### src/rtl/vga_timing_gen.sv
// Raster timing source: divided pixel strobe, DrawX/DrawY scan counters, delayed hs/vs/blank.
// Define VGA_FRAME_COUNT_EN to build the 16-bit frame_count counter; otherwise it reads 0.
module vga_timing_gen #(
    parameter int unsigned PIX_DIV    = 4,
    parameter int unsigned PIPE_DEPTH = 1,
    parameter int unsigned H_VISIBLE  = 640,
    parameter int unsigned H_FRONT    = 16,
    parameter int unsigned H_SYNC     = 96,
    parameter int unsigned H_BACK     = 48,
    parameter int unsigned V_VISIBLE  = 480,
    parameter int unsigned V_FRONT    = 10,
    parameter int unsigned V_SYNC     = 2,
    parameter int unsigned V_BACK     = 33
) (
    input  logic        Clk,
    input  logic        Reset,
    output logic        pixel_en,
    output logic [9:0]  DrawX,
    output logic [9:0]  DrawY,
    output logic        hs,
    output logic        vs,
    output logic        active_nblank,
    output logic        line_start,
    output logic        frame_start,
    output logic [15:0] frame_count
);

    localparam int unsigned H_TOTAL = H_VISIBLE + H_FRONT + H_SYNC + H_BACK;
    localparam int unsigned V_TOTAL = V_VISIBLE + V_FRONT + V_SYNC + V_BACK;

    localparam logic [2:0] DIV_MAX  = 3'(PIX_DIV - 1);
    localparam logic [9:0] H_MAX    = 10'(H_TOTAL - 1);
    localparam logic [9:0] V_MAX    = 10'(V_TOTAL - 1);
    localparam logic [9:0] H_VIS    = 10'(H_VISIBLE);
    localparam logic [9:0] V_VIS    = 10'(V_VISIBLE);
    localparam logic [9:0] HS_START = 10'(H_VISIBLE + H_FRONT);
    localparam logic [9:0] HS_END   = 10'(H_VISIBLE + H_FRONT + H_SYNC);
    localparam logic [9:0] VS_START = 10'(V_VISIBLE + V_FRONT);
    localparam logic [9:0] VS_END   = 10'(V_VISIBLE + V_FRONT + V_SYNC);

    // Pipe stage layout {hs, vs, active}; idle is sync deasserted and blanked.
    localparam logic [2:0] PIPE_IDLE = 3'b110;

    logic [2:0] div_q;
    logic       pixel_en_q;
    logic [9:0] x_q;
    logic [9:0] y_q;
    logic       line_start_q;
    logic       frame_start_q;
    logic [2:0] pipe_q [PIPE_DEPTH];
    logic       x_wrap;
    logic       y_wrap;
    logic       hs_raw;
    logic       vs_raw;
    logic       act_raw;

    always_comb begin
        x_wrap  = (x_q == H_MAX);
        y_wrap  = (y_q == V_MAX);
        hs_raw  = !((x_q >= HS_START) && (x_q < HS_END));
        vs_raw  = !((y_q >= VS_START) && (y_q < VS_END));
        act_raw = (x_q < H_VIS) && (y_q < V_VIS);
    end

    always_ff @(posedge Clk) begin
        if (Reset) begin
            div_q      <= 3'd0;
            pixel_en_q <= 1'b0;
        end else begin
            div_q      <= (div_q == DIV_MAX) ? 3'd0 : div_q + 3'd1;
            pixel_en_q <= (div_q == DIV_MAX);
        end
    end

    // Wrap pulses are registered alongside the counter update so they coincide with (0,y)/(0,0).
    always_ff @(posedge Clk) begin
        if (Reset) begin
            x_q           <= 10'd0;
            y_q           <= 10'd0;
            line_start_q  <= 1'b0;
            frame_start_q <= 1'b0;
        end else begin
            line_start_q  <= pixel_en_q && x_wrap;
            frame_start_q <= pixel_en_q && x_wrap && y_wrap;
            if (pixel_en_q) begin
                if (x_wrap) begin
                    x_q <= 10'd0;
                    y_q <= y_wrap ? 10'd0 : y_q + 10'd1;
                end else begin
                    x_q <= x_q + 10'd1;
                end
            end
        end
    end

    always_ff @(posedge Clk) begin
        if (Reset) begin
            for (int i = 0; i < PIPE_DEPTH; i++) begin
                pipe_q[i] <= PIPE_IDLE;
            end
        end else if (pixel_en_q) begin
            pipe_q[0] <= {hs_raw, vs_raw, act_raw};
            for (int i = 1; i < PIPE_DEPTH; i++) begin
                pipe_q[i] <= pipe_q[i-1];
            end
        end
    end

`ifdef VGA_FRAME_COUNT_EN
    logic [15:0] frame_count_q;

    always_ff @(posedge Clk) begin
        if (Reset) begin
            frame_count_q <= 16'd0;
        end else if (frame_start_q) begin
            frame_count_q <= frame_count_q + 16'd1;
        end
    end

    assign frame_count = frame_count_q;
`else
    assign frame_count = 16'd0;
`endif

    assign pixel_en      = pixel_en_q;
    assign DrawX         = x_q;
    assign DrawY         = y_q;
    assign line_start    = line_start_q;
    assign frame_start   = frame_start_q;
    assign hs            = pipe_q[PIPE_DEPTH-1][2];
    assign vs            = pipe_q[PIPE_DEPTH-1][1];
    assign active_nblank = pipe_q[PIPE_DEPTH-1][0];

endmodule
### config.mk
export PLATFORM = sky130hd
export DESIGN_NAME = vga_timing_gen
export DESIGN_NICKNAME = d
export VERILOG_FILES = /design/src/rtl/vga_timing_gen.sv
export SDC_FILE = /design/constraint.sdc
export NUM_CORES = 1
export LEC_CHECK = 0
export CORE_UTILIZATION = 47
export DETAILED_ROUTE_END_ITERATION = 6
export HOLD_SLACK_MARGIN = 0.02
export PLACE_DENSITY_LB_ADDON = 0.1
export REMOVE_ABC_BUFFERS = 1
export SYNTH_ARGS = -nofsm -noshare
export SYNTH_HDL_FRONTEND = slang
export SYNTH_SLANG_ARGS = --single-unit
export TNS_END_PERCENT = 20
### constraint.sdc
create_clock -name Clk -period 2.05 [get_ports Clk]
set_input_delay 0.5125 -clock Clk [delete_from_list [all_inputs] [get_ports Clk]]
set_output_delay 0.5125 -clock Clk [all_outputs]
set_load 0.02 [all_outputs]
Word level (Yosys, flattened, before mapping)
Memories as Yosys holds them, arrays and structs flattened.
Cells that the tools add are included.
W data, S select, Z words.
{"block": "op_classes", "add_sub_neg": 3, "magnitude_cmp": 6, "eq_ne": 3, "mux": 9, "reduce_logical": 10}
{"cell": "$add A10 B1 Y10 const B", "n": 2}
{"cell": "$eq A10 B10 Y1 const B", "n": 2}
{"cell": "$lt A10 B10 Y1 const B", "n": 2}
{"cell": "$lt A10 B9 Y1 const B", "n": 2}
{"cell": "$mux W10", "n": 2}
{"cell": "$ge A10 B10 Y1 const B", "n": 1}
{"cell": "$ge A10 B9 Y1 const B", "n": 1}
{"cell": "$mux W1", "n": 6}
{"cell": "$logic_and A1 B1 Y1", "n": 5}
{"cell": "$add A3 B1 Y3 const B", "n": 1}
{"cell": "$eq A3 B2 Y1 const B", "n": 1}
{"cell": "$mux W3", "n": 1}
{"cell": "$reduce_or A3 Y1", "n": 1}
{"cell": "$logic_not A1 Y1", "n": 2}
{"cell": "$reduce_and A2 Y1", "n": 1}
{"cell": "$reduce_or A2 Y1", "n": 1}
{"block": "totals", "regBits": 26, "mem_bits_rw": 3, "elab_cells": 38, "mem_count": 1}
{"name": "pipe_q", "words": 1, "word_bits": 3, "rd": 1, "rd_clocked_by_memory_dff": 0, "wr": 1, "line_no": "50", "rtl": "logic [2:0] pipe_q [PIPE_DEPTH];"}

Longest topological paths before layout
{"block": "logic_depth", "word_depth": 5, "mapped_depth": 7, "ltp_nobuf": 6}

Worst setup path after synthesis
Ideal clock, no wire load.
{"block": "synth_path", "path_kind": "register to register", "from": "reg x_q[0], in the netlist DrawX[0]", "to": "reg y_q[9], in the netlist DrawY[9]", "arrival_ns": 1.762, "t_required_ns": 1.980, "setup_slack_ns": 0.218, "stages_incl_launch_ff": 7, "path_buffers": 1, "period_less_slack_ns": 1.832, "path_cell_list": "dfxtp_1 ha_1 and4b_1 buf_6 nand4_4 or4_1 a21oi_1"}
{"block": "synth_via", "elab_chain_len": 2}
{"element": "start, declared", "line_no": "46", "rtl": "logic [9:0] x_q;"}
{"element": "start signal, assigned", "line_no": "90", "rtl": "x_q <= x_q + 10'd1;"}
{"element": "$eq A10 B10 Y1", "line_no": "58", "rtl": "x_wrap = (x_q == H_MAX);"}
{"element": "$reduce_and A2 Y1 (no line)"}
{"element": "end signal, assigned", "line_no": "88", "rtl": "y_q <= y_wrap ? 10'd0 : y_q + 10'd1;"}
{"element": "end, declared", "line_no": "47", "rtl": "logic [9:0] y_q;"}
Every way passes these cells.
A chain may end at the register's enable or synchronous reset.

Worst setup path in the final report
{"block": "layout_path", "from": "reg y_q[3], in the netlist DrawY[3]", "to": "out DrawY[3]"}
{"element": "end, declared", "line_no": "19", "rtl": "output logic [9:0] DrawY,"}
No word-level cell between the ends.

==> summary.txt <==
Clocking
  • H-tree depth: 2
  • Clock latency on the worst-skew pair: ~0.34 ns
  • TritonCTS Buffers: 5
  • Clock Sinks: 29
  • CTS tree: done
  • CTS root buf: clkbuf_4
  • Clock tree buffer depth: 2
  • Register clock-pin slew on the reported worst setup and hold paths: approximately 0.080 ns
  • Post-CTS Hold Fix Bufs: 0

Pwr
  • Pwr dens: about 540 nW/µm²
  • Worst IR Drop VDD: 0.420 mV
  • Static Leak: ~0.71 nW
  • Post-layout power: between 1 and 1.5 mW

Floorplan
  • Cell Rows: 20
  • Die Span Y: 59.9 µm
  • Die Span X: between 50 and 60 µm
  • IO Count: 44
  • Die ar.: around 3600 µm²
  • Core Box Area: ~3100 µm²
  • Initial Util: 0.504

Global route
  • Met3 global-route usage: 0.0649
  • Total grt overflow: 0
  • First-pass GRT wire length: roughly 5600 µm
  • Met2 Use GR: 0.321
  • Initial antenna violation count: 0
  • Number of global-route vias before repair: between 1000 and 1500
  • GR Util met1: 0.299
  • Global routing's busiest layer: met2
  • Global Route Usage Sum: 0.218
  • Largest net degree at the start of global routing: 19

Yosys
  • Netlist cell types: between 40 and 50
  • Synth Warn #: 0
  • Synthesized area per cell: 9.22 µm²
  • Dominant cells by area after synthesis: dfxtp_1, buf_4, edfxtp_1, ha_1, xor2_1
  • Most frequent cells after synthesis: dfxtp_1, buf_4, nor2_1
  • Ys flop type: dfxtp_1
  • Register area share after synthesis: 0.387
  • Post-Synthesis Cells: 171
  • Post-synth EDFFs: 3
  • Synth area leader: dfxtp_1
  • Number of synthesized register bits: 29
  • Share of the synthesized area in the top cell type: 0.330
  • Most frequent cell after synthesis: dfxtp_1
  • FFs w/ async S/R, synth: 0
  • Cell area after synthesis: roughly 1600 µm²

Setup path
  • CP required: 1.54 ns
  • R2R Setup Slk: 0.18 ns
  • CP cell instances: clkdlybuf4s50_1
  • Critical path class: reg2out
  • CP top delay family: buffers and inverters
  • CP Depth: 1
  • Slowest CP cell: clkdlybuf4s50_1
  • CP startpoint kind: flop
  • Max FO, Critical Path: 8
  • Setup crit start: DrawY[3]
  • Buf+Inv Stages, Crit Path: 1
  • Reg2Reg Depth: 5
  • CP arrival: between 1 and 1.5 ns
  • Worst setup path end: DrawY[3]
  • Slowest stage delay, CP: between 0.6 and 0.7 ns
  • R2r startpoint: DrawX[0]
  • Worst Setup End Kind: output port
  • Capture point of the worst reg-to-reg path: DrawY[3]

Timing
  • Max Freq: between 500 and 600 MHz
  • Post-Route Skew: around 0.015 ns
  • Final setup violation count: 0
  • RSZ-0062 raised after global routing: no
  • Final hold vios: 0
  • Crit path time final: between 1.5 and 2 ns
  • Setup TNS: 0 ns
  • Setup WS post-layout: ~0.086 ns
  • Period utilization: 0.958
  • Final Slew Violations: 0

Route
  • Avg WL per Cell: between 10 and 15 µm
  • Via count: ~1300
  • WL final: ~3400 µm
  • Initial DRC Count: 55
  • Antenna Nets Post-Route: 0
  • Drc violations: 0
  • Drt first pass iters: 4
  • Routed vias/inst: roughly 5.3

Run
  • Max cap viols: 0

Finish
  • Final Util: 0.608
  • Nets@finish: between 200 and 250
  • Post-route cell area: ~1900 µm²
  • Share of layout cells above drive strength 1: 0.102
  • N_diodes: 0
  • Fill cell count: approximately 290
  • Synthesis-to-layout area growth: 20.6%

Place
  • IO Port Bufs: 27
  • Placed Area: about 1800 µm²
  • Routability congestion estimate: 0.890
  • Worst slack, placed: about 0.062 ns
  • Final HPWL from detailed placement: ~2500 µm

Min path
  • Worst hold-check path type: reg2reg

Run status
  • Run status: completed
==> cell families (layout without fill, tap and decap cells) <==
logic type / Yosys count / after routing / synth area share
AOI/OAI and AO/OA: 20 / 20 / 0.0794
xor gates and xnor gates: 10 / 10 / 0.0556
adders and majority gates: 7 / 7 / 0.0556
buffers and inverters: 29 / 49 / 0.129
DFF: 29 / 29 / 0.387
muxes: 1 / 1 / 0.00635
other: 1 / 16 / 0.00238
and+or+nand+nor: 74 / 74 / 0.285
==> stage by stage <==
step | instances | hold WS [ns]
after floorplan | 163 | 0.405
after global placement | 242 | 0.415
after detailed placement | 242 | 0.428
after CTS | 250 | 0.438
after global routing | 250 | 0.464
final | 250 | 0.438
==> per-layer routing <==
layer  wire length (µm)  part of all wire  vias to the layer above
met1               1570              0.46                      614
met2               1550              0.45                       61
met4                 53             0.016                        0
li1                   -                 -                      646
met5                  0                 0                        -
met3                230             0.068                        5
==> how the worst min path moves through the flow <==
stage,to,startpoint,cells after the start
after floorplan,div_q[0],div_q[0],1
after global placement,div_q[0],div_q[0],1
after detailed placement,div_q[0],div_q[0],1
after CTS,div_q[0],div_q[0],1
after global routing,div_q[0],div_q[0],1
final,div_q[0],div_q[0],1
==> placed cells by master (no fill, tap or decap), types with 3 or more instances in the layout <==
cell type / Yosys / layout
clkdlybuf4s50_1: 0 / 26
o31ai_1: 4 / 4
nor2_1: 14 / 14
xnor2_1: 3 / 3
ha_1: 7 / 7
edfxtp_1: 3 / 3
clkbuf_4: 0 / 5
o21ai_0: 3 / 3
and4_1: 3 / 3
nor3_1: 6 / 6
or4_1: 3 / 3
nand4_1: 8 / 8
a21oi_1: 7 / 7
nand2_1: 9 / 9
conb_1: 1 / 16
inv_1: 6 / 6
and3_1: 4 / 4
dfxtp_1: 26 / 25
buf_4: 17 / 8
nand3_1: 7 / 7
xor2_1: 7 / 7
==> registers in the layout (all words and copies together), names as in the netlist <==
signal       count
pixel_en         1
DrawX           10
div_q            3
DrawY           10
pipe_q           3
frame_start      1
line_start       1
==> cell type report <==
class,instances,area (µm²),share of cell area
Inverter,6,22.5,0.0118
Multi-Input combinational cell,128,820,0.431
Tap cell,44,55.1,0.0290
Clock buffer,8,58.8,0.0309
Sequential cell,29,612,0.322
Timing Repair Buffer,35,333,0.175
==> power breakdown <==
group	switching, mW	total [mW]	internal (mW)
logic	0.0503	0.0700	0.0197
registers	0.00476	0.586	0.582
clock network	0.199	0.368	0.169
total	0.254	1.02	0.770
==> repair_timing <==
item | 4_1_cts | 5_1_grt
gates resized for setup | 0 | 2
setup buffers | 0 | 0
setup endpoints to repair | 0 | 2
(Power assumes the default switching activity.)
